$ cat config.mk
export PLATFORM = sky130hd
export DESIGN_NAME = v4_op_centric_queue_flat
export DESIGN_NICKNAME = d
export VERILOG_FILES = /design/src/rtl/v4_op_centric_queue_if.sv /design/src/rtl/v4_op_centric_queue.sv /design/src/flat_wrapper.sv
export SDC_FILE = /design/constraint.sdc
export NUM_CORES = 1
export LEC_CHECK = 0
export CAP_MARGIN = 20
export CORE_UTILIZATION = 40
export CTS_CLUSTER_SIZE = 25
export DETAILED_ROUTE_END_ITERATION = 16
export PLACE_DENSITY = 0.54
export SETUP_SLACK_MARGIN = 0.05
export SLEW_MARGIN = 5
export SYNTH_ARGS = -nofsm -noshare
export SYNTH_HDL_FRONTEND = slang
export SYNTH_SLANG_ARGS = --single-unit
$ cat constraint.sdc
create_clock -name clk -period 5.7 [get_ports clk]
set_input_delay 1.425 -clock clk [delete_from_list [all_inputs] [get_ports clk]]
set_output_delay 1.425 -clock clk [all_outputs]
set_load 0.05 [all_outputs]
$ cat src/rtl/v4_op_centric_queue_if.sv
// Bus bundle for v4_op_centric_queue: level requests and operands from the
// issue side (master), one-cycle completion pulses, results and occupancy
// from the queue (slave).
// Optional macro: V4_OCQ_PEEK_EN adds peek_tag_in / peek_valid / peek_data.
interface v4_op_centric_queue_if #(
    parameter int p_depth     = 8,
    parameter int p_ptrwidth  = $clog2(p_depth),
    parameter int p_chanwidth = 32
);
    logic                         enq_back_req, enq_front_req, deq_front_req;
    logic                         deq_back_req, upd_req, del_req;
    logic                         enq_back_cpl, enq_front_cpl, deq_front_cpl;
    logic                         deq_back_cpl, upd_cpl, del_cpl;
    logic [p_chanwidth-1:0]       enq_back_data, enq_front_data;
    logic [p_ptrwidth-1:0]        enq_back_tag_out, enq_front_tag_out;
    logic [p_chanwidth-1:0]       deq_front_data, deq_back_data;
    logic [p_ptrwidth-1:0]        upd_tag_in, del_tag_in;
    logic [p_chanwidth-1:0]       upd_data_in;
    logic                         err;
    logic [$clog2(p_depth+1)-1:0] count;
    logic                         full, empty;
`ifdef V4_OCQ_PEEK_EN
    logic [p_ptrwidth-1:0]        peek_tag_in;
    logic                         peek_valid;
    logic [p_chanwidth-1:0]       peek_data;
`endif

    modport master (
        output enq_back_req, enq_front_req, deq_front_req, deq_back_req,
               upd_req, del_req, enq_back_data, enq_front_data,
               upd_tag_in, del_tag_in, upd_data_in,
`ifdef V4_OCQ_PEEK_EN
        output peek_tag_in,
        input  peek_valid, peek_data,
`endif
        input  enq_back_cpl, enq_front_cpl, deq_front_cpl, deq_back_cpl,
               upd_cpl, del_cpl, enq_back_tag_out, enq_front_tag_out,
               deq_front_data, deq_back_data, err, count, full, empty
    );

    modport slave (
        input  enq_back_req, enq_front_req, deq_front_req, deq_back_req,
               upd_req, del_req, enq_back_data, enq_front_data,
               upd_tag_in, del_tag_in, upd_data_in,
`ifdef V4_OCQ_PEEK_EN
        input  peek_tag_in,
        output peek_valid, peek_data,
`endif
        output enq_back_cpl, enq_front_cpl, deq_front_cpl, deq_back_cpl,
               upd_cpl, del_cpl, enq_back_tag_out, enq_front_tag_out,
               deq_front_data, deq_back_data, err, count, full, empty
    );
endinterface

$ cat src/rtl/v4_op_centric_queue.sv
// Tag-addressed double-ended queue. Entries live in a positional array
// (position 0 = front); each holds {tag, data}. Enqueues allocate the lowest
// free tag, which stays attached to the entry until it is dequeued/deleted.
// One operation at a time: accept (IDLE) -> apply (EXEC) -> complete (DONE).
// Ports: clk, rst (sync, active-high), bus (v4_op_centric_queue_if.slave):
//   six level reqs with operands, six cpl pulses, err, tag outs, deq data,
//   count / full / empty.
// Optional macro: V4_OCQ_PEEK_EN builds a combinational peek-by-tag port.
//
// state | meaning
// IDLE  | waiting; highest-priority pending req and its operands are latched
// EXEC  | latched op checked and applied to storage, results registered
// DONE  | cpl and err presented for one cycle
module v4_op_centric_queue #(
    parameter int p_depth     = 8,
    parameter int p_ptrwidth  = $clog2(p_depth),
    parameter int p_chanwidth = 32
) (
    input logic                  clk,
    input logic                  rst,
    v4_op_centric_queue_if.slave bus
);
    localparam int cw = $clog2(p_depth + 1);
    localparam int tw = 2 ** p_ptrwidth;

    localparam logic [1:0] ST_IDLE = 2'd0;
    localparam logic [1:0] ST_EXEC = 2'd1;
    localparam logic [1:0] ST_DONE = 2'd2;

    localparam logic [2:0] OP_DEL = 3'd0;
    localparam logic [2:0] OP_UPD = 3'd1;
    localparam logic [2:0] OP_DQF = 3'd2;
    localparam logic [2:0] OP_DQB = 3'd3;
    localparam logic [2:0] OP_ENF = 3'd4;
    localparam logic [2:0] OP_ENB = 3'd5;

    logic [1:0]             state;
    logic [2:0]             op;
    logic [p_chanwidth-1:0] op_data;
    logic [p_ptrwidth-1:0]  op_tag;
    logic [p_ptrwidth-1:0]  tag_mem  [p_depth];
    logic [p_chanwidth-1:0] data_mem [p_depth];
    logic [p_depth-1:0]     alloc;
    logic [tw-1:0]          alloc_pad;
    logic [cw-1:0]          count;
    logic [5:0]             cpl;
    logic                   err_r;
    logic [p_ptrwidth-1:0]  tag_b, tag_f;
    logic [p_chanwidth-1:0] dqf_data, dqb_data;
    logic [p_ptrwidth-1:0]  free_tag, match_pos;
    logic                   is_full, is_empty, op_err;

    // Padding the mask out to every encodable tag makes out-of-range tags
    // read as unallocated without a separate range compare.
    assign alloc_pad = tw'(alloc);
    assign is_full   = (count == cw'(p_depth));
    assign is_empty  = (count == '0);

    always_comb begin
        free_tag = '0;
        for (int i = p_depth - 1; i >= 0; i--)
            if (!alloc[i]) free_tag = p_ptrwidth'(i);
    end

    always_comb begin
        match_pos = '0;
        for (int i = 0; i < p_depth; i++)
            if (i < int'(count) && tag_mem[i] == op_tag) match_pos = p_ptrwidth'(i);
    end

    always_comb begin
        op_err = 1'b0;
        case (op)
            OP_ENB, OP_ENF: op_err = is_full;
            OP_DQF, OP_DQB: op_err = is_empty;
            default:        op_err = !alloc_pad[op_tag];
        endcase
    end

    always_ff @(posedge clk) begin
        if (rst) begin
            state    <= ST_IDLE;
            op       <= OP_DEL;
            op_data  <= '0;
            op_tag   <= '0;
            alloc    <= '0;
            count    <= '0;
            cpl      <= '0;
            err_r    <= 1'b0;
            tag_b    <= '0;
            tag_f    <= '0;
            dqf_data <= '0;
            dqb_data <= '0;
        end else begin
            case (state)
                ST_IDLE: begin
                    state <= ST_EXEC;
                    if (bus.del_req) begin
                        op     <= OP_DEL;
                        op_tag <= bus.del_tag_in;
                    end else if (bus.upd_req) begin
                        op      <= OP_UPD;
                        op_tag  <= bus.upd_tag_in;
                        op_data <= bus.upd_data_in;
                    end else if (bus.deq_front_req) begin
                        op <= OP_DQF;
                    end else if (bus.deq_back_req) begin
                        op <= OP_DQB;
                    end else if (bus.enq_front_req) begin
                        op      <= OP_ENF;
                        op_data <= bus.enq_front_data;
                    end else if (bus.enq_back_req) begin
                        op      <= OP_ENB;
                        op_data <= bus.enq_back_data;
                    end else begin
                        state <= ST_IDLE;
                    end
                end
                ST_EXEC: begin
                    state <= ST_DONE;
                    cpl   <= 6'b1 << op;
                    err_r <= op_err;
                    if (!op_err) begin
                        case (op)
                            OP_ENB: begin
                                for (int i = 0; i < p_depth; i++)
                                    if (i == int'(count)) begin
                                        tag_mem[i]  <= free_tag;
                                        data_mem[i] <= op_data;
                                    end
                                alloc[free_tag] <= 1'b1;
                                count           <= count + cw'(1);
                                tag_b           <= free_tag;
                            end
                            OP_ENF: begin
                                for (int i = 1; i < p_depth; i++) begin
                                    tag_mem[i]  <= tag_mem[i-1];
                                    data_mem[i] <= data_mem[i-1];
                                end
                                tag_mem[0]      <= free_tag;
                                data_mem[0]     <= op_data;
                                alloc[free_tag] <= 1'b1;
                                count           <= count + cw'(1);
                                tag_f           <= free_tag;
                            end
                            OP_DQF: begin
                                dqf_data          <= data_mem[0];
                                alloc[tag_mem[0]] <= 1'b0;
                                for (int i = 0; i < p_depth - 1; i++) begin
                                    tag_mem[i]  <= tag_mem[i+1];
                                    data_mem[i] <= data_mem[i+1];
                                end
                                count <= count - cw'(1);
                            end
                            OP_DQB: begin
                                for (int i = 0; i < p_depth; i++)
                                    if (i == int'(count) - 1) begin
                                        dqb_data          <= data_mem[i];
                                        alloc[tag_mem[i]] <= 1'b0;
                                    end
                                count <= count - cw'(1);
                            end
                            OP_UPD: data_mem[match_pos] <= op_data;
                            default: begin
                                for (int i = 0; i < p_depth - 1; i++)
                                    if (i >= int'(match_pos)) begin
                                        tag_mem[i]  <= tag_mem[i+1];
                                        data_mem[i] <= data_mem[i+1];
                                    end
                                alloc[op_tag] <= 1'b0;
                                count         <= count - cw'(1);
                            end
                        endcase
                    end
                end
                default: begin
                    state <= ST_IDLE;
                    cpl   <= '0;
                    err_r <= 1'b0;
                end
            endcase
        end
    end

    assign bus.del_cpl           = cpl[OP_DEL];
    assign bus.upd_cpl           = cpl[OP_UPD];
    assign bus.deq_front_cpl     = cpl[OP_DQF];
    assign bus.deq_back_cpl      = cpl[OP_DQB];
    assign bus.enq_front_cpl     = cpl[OP_ENF];
    assign bus.enq_back_cpl      = cpl[OP_ENB];
    assign bus.err               = err_r;
    assign bus.enq_back_tag_out  = tag_b;
    assign bus.enq_front_tag_out = tag_f;
    assign bus.deq_front_data    = dqf_data;
    assign bus.deq_back_data     = dqb_data;
    assign bus.count             = count;
    assign bus.full              = is_full;
    assign bus.empty             = is_empty;

`ifdef V4_OCQ_PEEK_EN
    always_comb begin
        bus.peek_valid = alloc_pad[bus.peek_tag_in];
        bus.peek_data  = '0;
        for (int i = 0; i < p_depth; i++)
            if (bus.peek_valid && i < int'(count) && tag_mem[i] == bus.peek_tag_in)
                bus.peek_data = data_mem[i];
    end
`endif
endmodule

$ cat src/flat_wrapper.sv
// flat-port wrapper written by rule: the top's interface ports become plain ports
module v4_op_centric_queue_flat 
#(
    parameter int p_depth     = 8,
    parameter int p_ptrwidth  = $clog2(p_depth),
    parameter int p_chanwidth = 32
)
  (clk, rst, bus_enq_back_req, bus_enq_front_req, bus_deq_front_req, bus_deq_back_req, bus_upd_req, bus_del_req, bus_enq_back_data, bus_enq_front_data, bus_upd_tag_in, bus_del_tag_in, bus_upd_data_in, bus_enq_back_cpl, bus_enq_front_cpl, bus_deq_front_cpl, bus_deq_back_cpl, bus_upd_cpl, bus_del_cpl, bus_enq_back_tag_out, bus_enq_front_tag_out, bus_deq_front_data, bus_deq_back_data, bus_err, bus_count, bus_full, bus_empty);
  v4_op_centric_queue_if #(.p_depth(p_depth), .p_ptrwidth(p_ptrwidth), .p_chanwidth(p_chanwidth)) bus_i ();
  input logic clk;
  input logic rst;
  input wire logic [$bits(bus_i.enq_back_req)-1:0] bus_enq_back_req;
  input wire logic [$bits(bus_i.enq_front_req)-1:0] bus_enq_front_req;
  input wire logic [$bits(bus_i.deq_front_req)-1:0] bus_deq_front_req;
  input wire logic [$bits(bus_i.deq_back_req)-1:0] bus_deq_back_req;
  input wire logic [$bits(bus_i.upd_req)-1:0] bus_upd_req;
  input wire logic [$bits(bus_i.del_req)-1:0] bus_del_req;
  input wire logic [$bits(bus_i.enq_back_data)-1:0] bus_enq_back_data;
  input wire logic [$bits(bus_i.enq_front_data)-1:0] bus_enq_front_data;
  input wire logic [$bits(bus_i.upd_tag_in)-1:0] bus_upd_tag_in;
  input wire logic [$bits(bus_i.del_tag_in)-1:0] bus_del_tag_in;
  input wire logic [$bits(bus_i.upd_data_in)-1:0] bus_upd_data_in;
  output wire logic [$bits(bus_i.enq_back_cpl)-1:0] bus_enq_back_cpl;
  output wire logic [$bits(bus_i.enq_front_cpl)-1:0] bus_enq_front_cpl;
  output wire logic [$bits(bus_i.deq_front_cpl)-1:0] bus_deq_front_cpl;
  output wire logic [$bits(bus_i.deq_back_cpl)-1:0] bus_deq_back_cpl;
  output wire logic [$bits(bus_i.upd_cpl)-1:0] bus_upd_cpl;
  output wire logic [$bits(bus_i.del_cpl)-1:0] bus_del_cpl;
  output wire logic [$bits(bus_i.enq_back_tag_out)-1:0] bus_enq_back_tag_out;
  output wire logic [$bits(bus_i.enq_front_tag_out)-1:0] bus_enq_front_tag_out;
  output wire logic [$bits(bus_i.deq_front_data)-1:0] bus_deq_front_data;
  output wire logic [$bits(bus_i.deq_back_data)-1:0] bus_deq_back_data;
  output wire logic [$bits(bus_i.err)-1:0] bus_err;
  output wire logic [$bits(bus_i.count)-1:0] bus_count;
  output wire logic [$bits(bus_i.full)-1:0] bus_full;
  output wire logic [$bits(bus_i.empty)-1:0] bus_empty;
  assign bus_i.enq_back_req = bus_enq_back_req;
  assign bus_i.enq_front_req = bus_enq_front_req;
  assign bus_i.deq_front_req = bus_deq_front_req;
  assign bus_i.deq_back_req = bus_deq_back_req;
  assign bus_i.upd_req = bus_upd_req;
  assign bus_i.del_req = bus_del_req;
  assign bus_i.enq_back_data = bus_enq_back_data;
  assign bus_i.enq_front_data = bus_enq_front_data;
  assign bus_i.upd_tag_in = bus_upd_tag_in;
  assign bus_i.del_tag_in = bus_del_tag_in;
  assign bus_i.upd_data_in = bus_upd_data_in;
  assign bus_enq_back_cpl = bus_i.enq_back_cpl;
  assign bus_enq_front_cpl = bus_i.enq_front_cpl;
  assign bus_deq_front_cpl = bus_i.deq_front_cpl;
  assign bus_deq_back_cpl = bus_i.deq_back_cpl;
  assign bus_upd_cpl = bus_i.upd_cpl;
  assign bus_del_cpl = bus_i.del_cpl;
  assign bus_enq_back_tag_out = bus_i.enq_back_tag_out;
  assign bus_enq_front_tag_out = bus_i.enq_front_tag_out;
  assign bus_deq_front_data = bus_i.deq_front_data;
  assign bus_deq_back_data = bus_i.deq_back_data;
  assign bus_err = bus_i.err;
  assign bus_count = bus_i.count;
  assign bus_full = bus_i.full;
  assign bus_empty = bus_i.empty;
  v4_op_centric_queue #(.p_depth(p_depth), .p_ptrwidth(p_ptrwidth), .p_chanwidth(p_chanwidth)) u_core (.clk(clk), .rst(rst), .bus(bus_i));
endmodule
Word-level counts from Yosys, hierarchy flattened
Memories as Yosys holds them, arrays and structs flattened.
Index checks and enable logic that the tools add are counted.
{"block": "word_totals", "output_inout_bits": 83, "reg_bits": 129, "in_bits": 110, "elab_cells": 444, "ramBits": 280, "mem_count": 2}
{"block": "classes", "shift": 1, "reduce_logical": 38, "bitwise_logic": 66, "n_addsub": 3, "mux": 258, "n_eq_ne": 30, "n_lt_le_gt_ge": 34}
{"memory": "u_core.data_mem", "depth": 8, "width": 32, "rd": 8, "rd_clocked_by_memory_dff": 0, "write_ports": 8, "line_no": "v4_op_centric_queue.sv:42", "source": "logic [p_chanwidth-1:0] data_mem [p_depth];"}
{"memory": "u_core.tag_mem", "depth": 8, "width": 3, "rd": 8, "rd_clocked_by_memory_dff": 0, "write_ports": 8, "line_no": "v4_op_centric_queue.sv:41", "source": "logic [p_ptrwidth-1:0] tag_mem [p_depth];"}
{"operator": "$mux W32", "n": 36}
{"operator": "$mux W8", "n": 36}
{"operator": "$mux W3", "n": 43}
{"operator": "$eq A4 B32 Y1 const A", "n": 4}
{"operator": "$mux W1", "n": 119}
{"operator": "$and A8 B8 Y8", "n": 9}
{"operator": "$not A8 Y8", "n": 9}
{"operator": "$eq A3 B32 Y1 const A", "n": 2}
{"operator": "$or A1 B1 Y1", "n": 44}
{"operator": "$lt A3 B4 Y1 const B", "n": 10}
{"operator": "$eq A2 B32 Y1 const A", "n": 1}
{"operator": "$logic_not A32 Y1", "n": 1}
{"operator": "$pmux W8 S4", "n": 1}
{"operator": "$reduce_or A32 Y1", "n": 1}
{"operator": "$demux W1 S3", "n": 10}
{"operator": "$ge A3 B1 Y1 const B", "n": 10}
{"operator": "$eq A3 B3 Y1", "n": 7}
{"operator": "$logic_and A1 B1 Y1", "n": 17}
{"operator": "$eq A4 B4 Y1 const A", "n": 4}
{"operator": "$lt A3 B4 Y1 const A", "n": 4}
{"operator": "$mux W2", "n": 7}
{"operator": "$pmux W6 S2", "n": 1}
{"operator": "$reduce_and A3 Y1", "n": 4}
{"operator": "$ge A3 B3 Y1 const A", "n": 3}
{"operator": "34 further kinds", "n": 47}

Longest topological paths before layout
An unclocked memory read counts as a cell.
{"block": "depth", "ltp_word": 51, "ltp_mapped": 13, "depth_no_buf": 9}

Worst setup path before layout
Ideal clock, no wire load.
{"block": "synth_path", "kind": "input -> register", "startpoint": "input rst", "endpoint": "memory u_core.data_mem[6][0], enable pin", "arrival_time_ps": 3857, "path_buffers": 2, "stages": 9, "slack_ps": 1214, "setup_ps": 629, "cell_sequence": "or2_1 -> clkbuf_1 -> or2_1 -> inv_2 -> o21ai_0 -> nor2_1 -> nand2_1 -> clkbuf_1 -> nand4_1"}
{"element": "start: declaration", "line_no": "flat_wrapper.sv:11", "source": "input logic rst;"}
{"element": "end: declaration", "line_no": "v4_op_centric_queue.sv:42"}

==> results.cfg <==
[run_status]
status = finished, final reports clean

[clock_network]
htree_levels = 2
numCtsBuffers = 49
clock_latency_ns = 0.63
clk_pin_slew_ns = 0.06
clock_path_buffers = 3
clockRootBuffer = clkbuf_16
cts_tree = yes
cts_sinks = 409
cts_resized = 0
hold_buffers = 0
cts_setup_buffers = 0

[synth]
synth_area_leader_cell = edfxtp_1
syn-instance-count = 2800
synth-seq-cells = 409
yosysWarnings = 0
ys_dominant_reg_cell = edfxtp_1
async_reset_ff_share_pct = 0
syn_area_um2 = 24800
syn_nets = 2918
ys_top_cells_by_area = edfxtp_1 (34%), dfxtp_1 (10%), nand2_1 (7.6%)
synth_top_area_share_pct = 33.9
synth_cell_types = 87
synth-edff-count = 280
avgSynthCellArea_um2 = 8.87
yosysSeqAreaShare_pct = 44.3

[worst_setup_path]
worstPathMaxFanout = 32
r2r_start = u_core.bus.count[0]
worstPathArrival_ns = 4.86
rr_worst_depth = 11
reg2reg_to = u_core.data_mem[4][28]
crit_type = reg2reg
end_kind = flip-flop
cpMostUsedCell = buf_4
start_kind = flip-flop
path_cells = inv_1 > ha_1 > nand2b_1 > a2111oi_1 > or4_1 > nor4b_4 > buf_4 > nor2_4 > nand4_1 > nand3_2 > buf_4
slowest_stage = a2111oi_1
slowest_delay_ns = 0.83
r2r_setup_slack_ns = 1.07
cp.required_ns = 5.93

[sta]
rsz0062_at_grt = no
finClkSkew_ns = 0.0370
setup_viol = 0
relSlewSlack_pct = 17.4
period_share_pct = 81.2
finalCriticalPeriod_ns = 4.63
fmax_ghz = 0.216
final_max_slew_viol_count = 0
hold_violations = 0
timing.setup.tns_ns = 0
tightest_slew_ns = 1.24

[pwr]
p_sw_w = 0.00260
leakage_nw = 9.47
p_clk_share_pct = 39.4
pwr_density_cell_nw_per_um2 = 288
sw_frac_of_total_pct = 31.2
power.total_w = 0.00834
internal_power_w = 0.00574
p_seq_share_pct = 42.7
p_comb_share_pct = 17.9
peakVddDrop_mv = 0.235

[floorplan]
start_util_pct = 40.8
io_pins = 193
die-area_um2 = 63100
die_x_um = 251
row_count = 90
die_y_um = 251
core_um2 = 60800

[place]
dp_hpwl_mm = 66.1
port_buffers = 192
placed_area_um2 = 27300
gp_congestion = 0.940

[final_layout]
drive_gt1_share_pct = 9.66
nNetsFinal = 2944
syn2layout_area_growth_pct = 16.5
antennaDiodeCount = 0
final_area_um2 = 28900

[global_route]
grt_max_degree = 86
top_usage_layer = met2
met2_usage_pct = 50.8
grt_pass1_vias = 23100
grt_usage_pct = 32.8
grtUsageMet1_pct = 43.0
antenna_found_initial = 0
grt_pass1_wl_mm = 154
use_met3_pct = 7.74
gr-total-overflow = 0

[hold_path]
min_to = u_core.bus.deq_front_data[23]
hp-start = u_core.bus.deq_front_data[23]
min_path_type = reg2reg
whs_path_depth = 2

[route]
vias = 24000
firstDrtPassIters = 6
routed_via_density = 6.57
routedWlPerCell_um = 28.9
wl_mm = 105
antenna_left = 0
drc_errors = 0
drt-initial-drc-count = 3171

[flow_run]
drv_cap = 0
-- Yosys cell counts, drive strengths merged (26+ instances only) --
master and count:
nand2 504, edfxtp 280, clkbuf 214, a21oi 191, nor2 180, mux2i 161
o21ai 140, dfxtp 129, o22ai 110, buf 92, nor3 61, a31oi 56
a221oi 54, a22oi 54, inv 48, mux2 45, nor4 45, o31ai 39
nand3 37, nor3b 37, a22o 35, a211oi 27, and2 26
-- registers in the layout, summed over array words and instances (netlist names), 4 cells and up --
| register | cells |
|---|---|
| u_core.tag_mem | 24 |
| u_core.data_mem | 256 |
| u_core.cpl | 6 |
| u_core.bus.deq_back_data | 32 |
| u_core.bus.count | 4 |
| u_core.bus.deq_front_data | 32 |
| u_core.alloc | 8 |
| u_core.op_data | 32 |
-- placed cells by master (no fill, tap or decap), types with 55 or more instances in the layout --
cell type and n:
o21ai_0 134, edfxtp_1 280, nand2_1 503, a21oi_1 190, clkdlybuf4s50_1 189, o22ai_1 110, mux2i_1 161, a31oi_1 55
nor2_1 175, dfxtp_1 129, buf_4 84
-- cell type report --
| class | instances | area, um^2 |
|---|---|---|
| well taps | 782 | 978 |
| inverters | 49 | 184 |
| fillers | 5802 | 31900 |
| multi-input cells | 2036 | 12500 |
| clock inverters | 28 | 248 |
| repair buffers | 281 | 2640 |
| flip-flops and latches | 409 | 11000 |
| clock buffers | 64 | 1420 |
-- routing by layer --
layer,routed length (um),vias to the layer above
li1,-,10500
met2,46600,1592
met3,11900,279
met4,5090,0
met1,41700,11600
met5,0,-
-- how the worst max path moves through the flow --
stage / start / end / slack, ns
floorplan: rst / u_core.data_mem[6][0] / 1.21
global placement: rst / u_core.tag_mem[5][0] / 0.94
detailed placement: rst / u_core.tag_mem[5][0] / 0.85
CTS: u_core.bus.count[0] / u_core.data_mem[4][19] / 1.15
global route: u_core.bus.count[0] / u_core.data_mem[4][19] / 0.83
finish: u_core.bus.count[0] / u_core.data_mem[4][28] / 1.07
-- power by group through the flow --
stage	logic, W	clock network (W)	registers [W]
after floorplan	0.000937	0	0.00352
after global placement	0.00143	0	0.00361
after detailed placement	0.00145	0	0.00362
after CTS	0.00146	0.00332	0.00355
after global routing	0.00158	0.00343	0.00358
final	0.00149	0.00329	0.00357
-- critical path: cells and delay by family (launching register included) --
family	cells	cell delay, ns
flops	1	0.52
simple gates	6	1.51
fa+ha+maj	1	0.39
compound gates	1	0.83
buf+inv	3	0.96
-- metrics by stage --
stage | instances | hold WS [ns] | util [%] | setup slack [ns]
2_1_floorplan | 2800 | 0.519 | - | 1.21
3_3_place_gp | 3557 | 0.443 | 44.8 | 0.938
3_5_place_dp | 3557 | 0.447 | 44.8 | 0.848
4_1_cts | 3649 | 0.455 | 47.6 | 1.15
5_1_grt | 3649 | 0.477 | 47.6 | 0.832
6_report | 3649 | 0.452 | 47.6 | 1.07
-- kinds of logic after synthesis --
group	share of synthesized area, %
AOI/OAI and AO/OA	21.9
buffers and inverters	6.02
and+or+nand+nor	18.1
adders and majority gates	0.403
muxes	8.53
DFF	44.3
xor gates and xnor gates	0.847
Power figures use the tool's default switching activity.
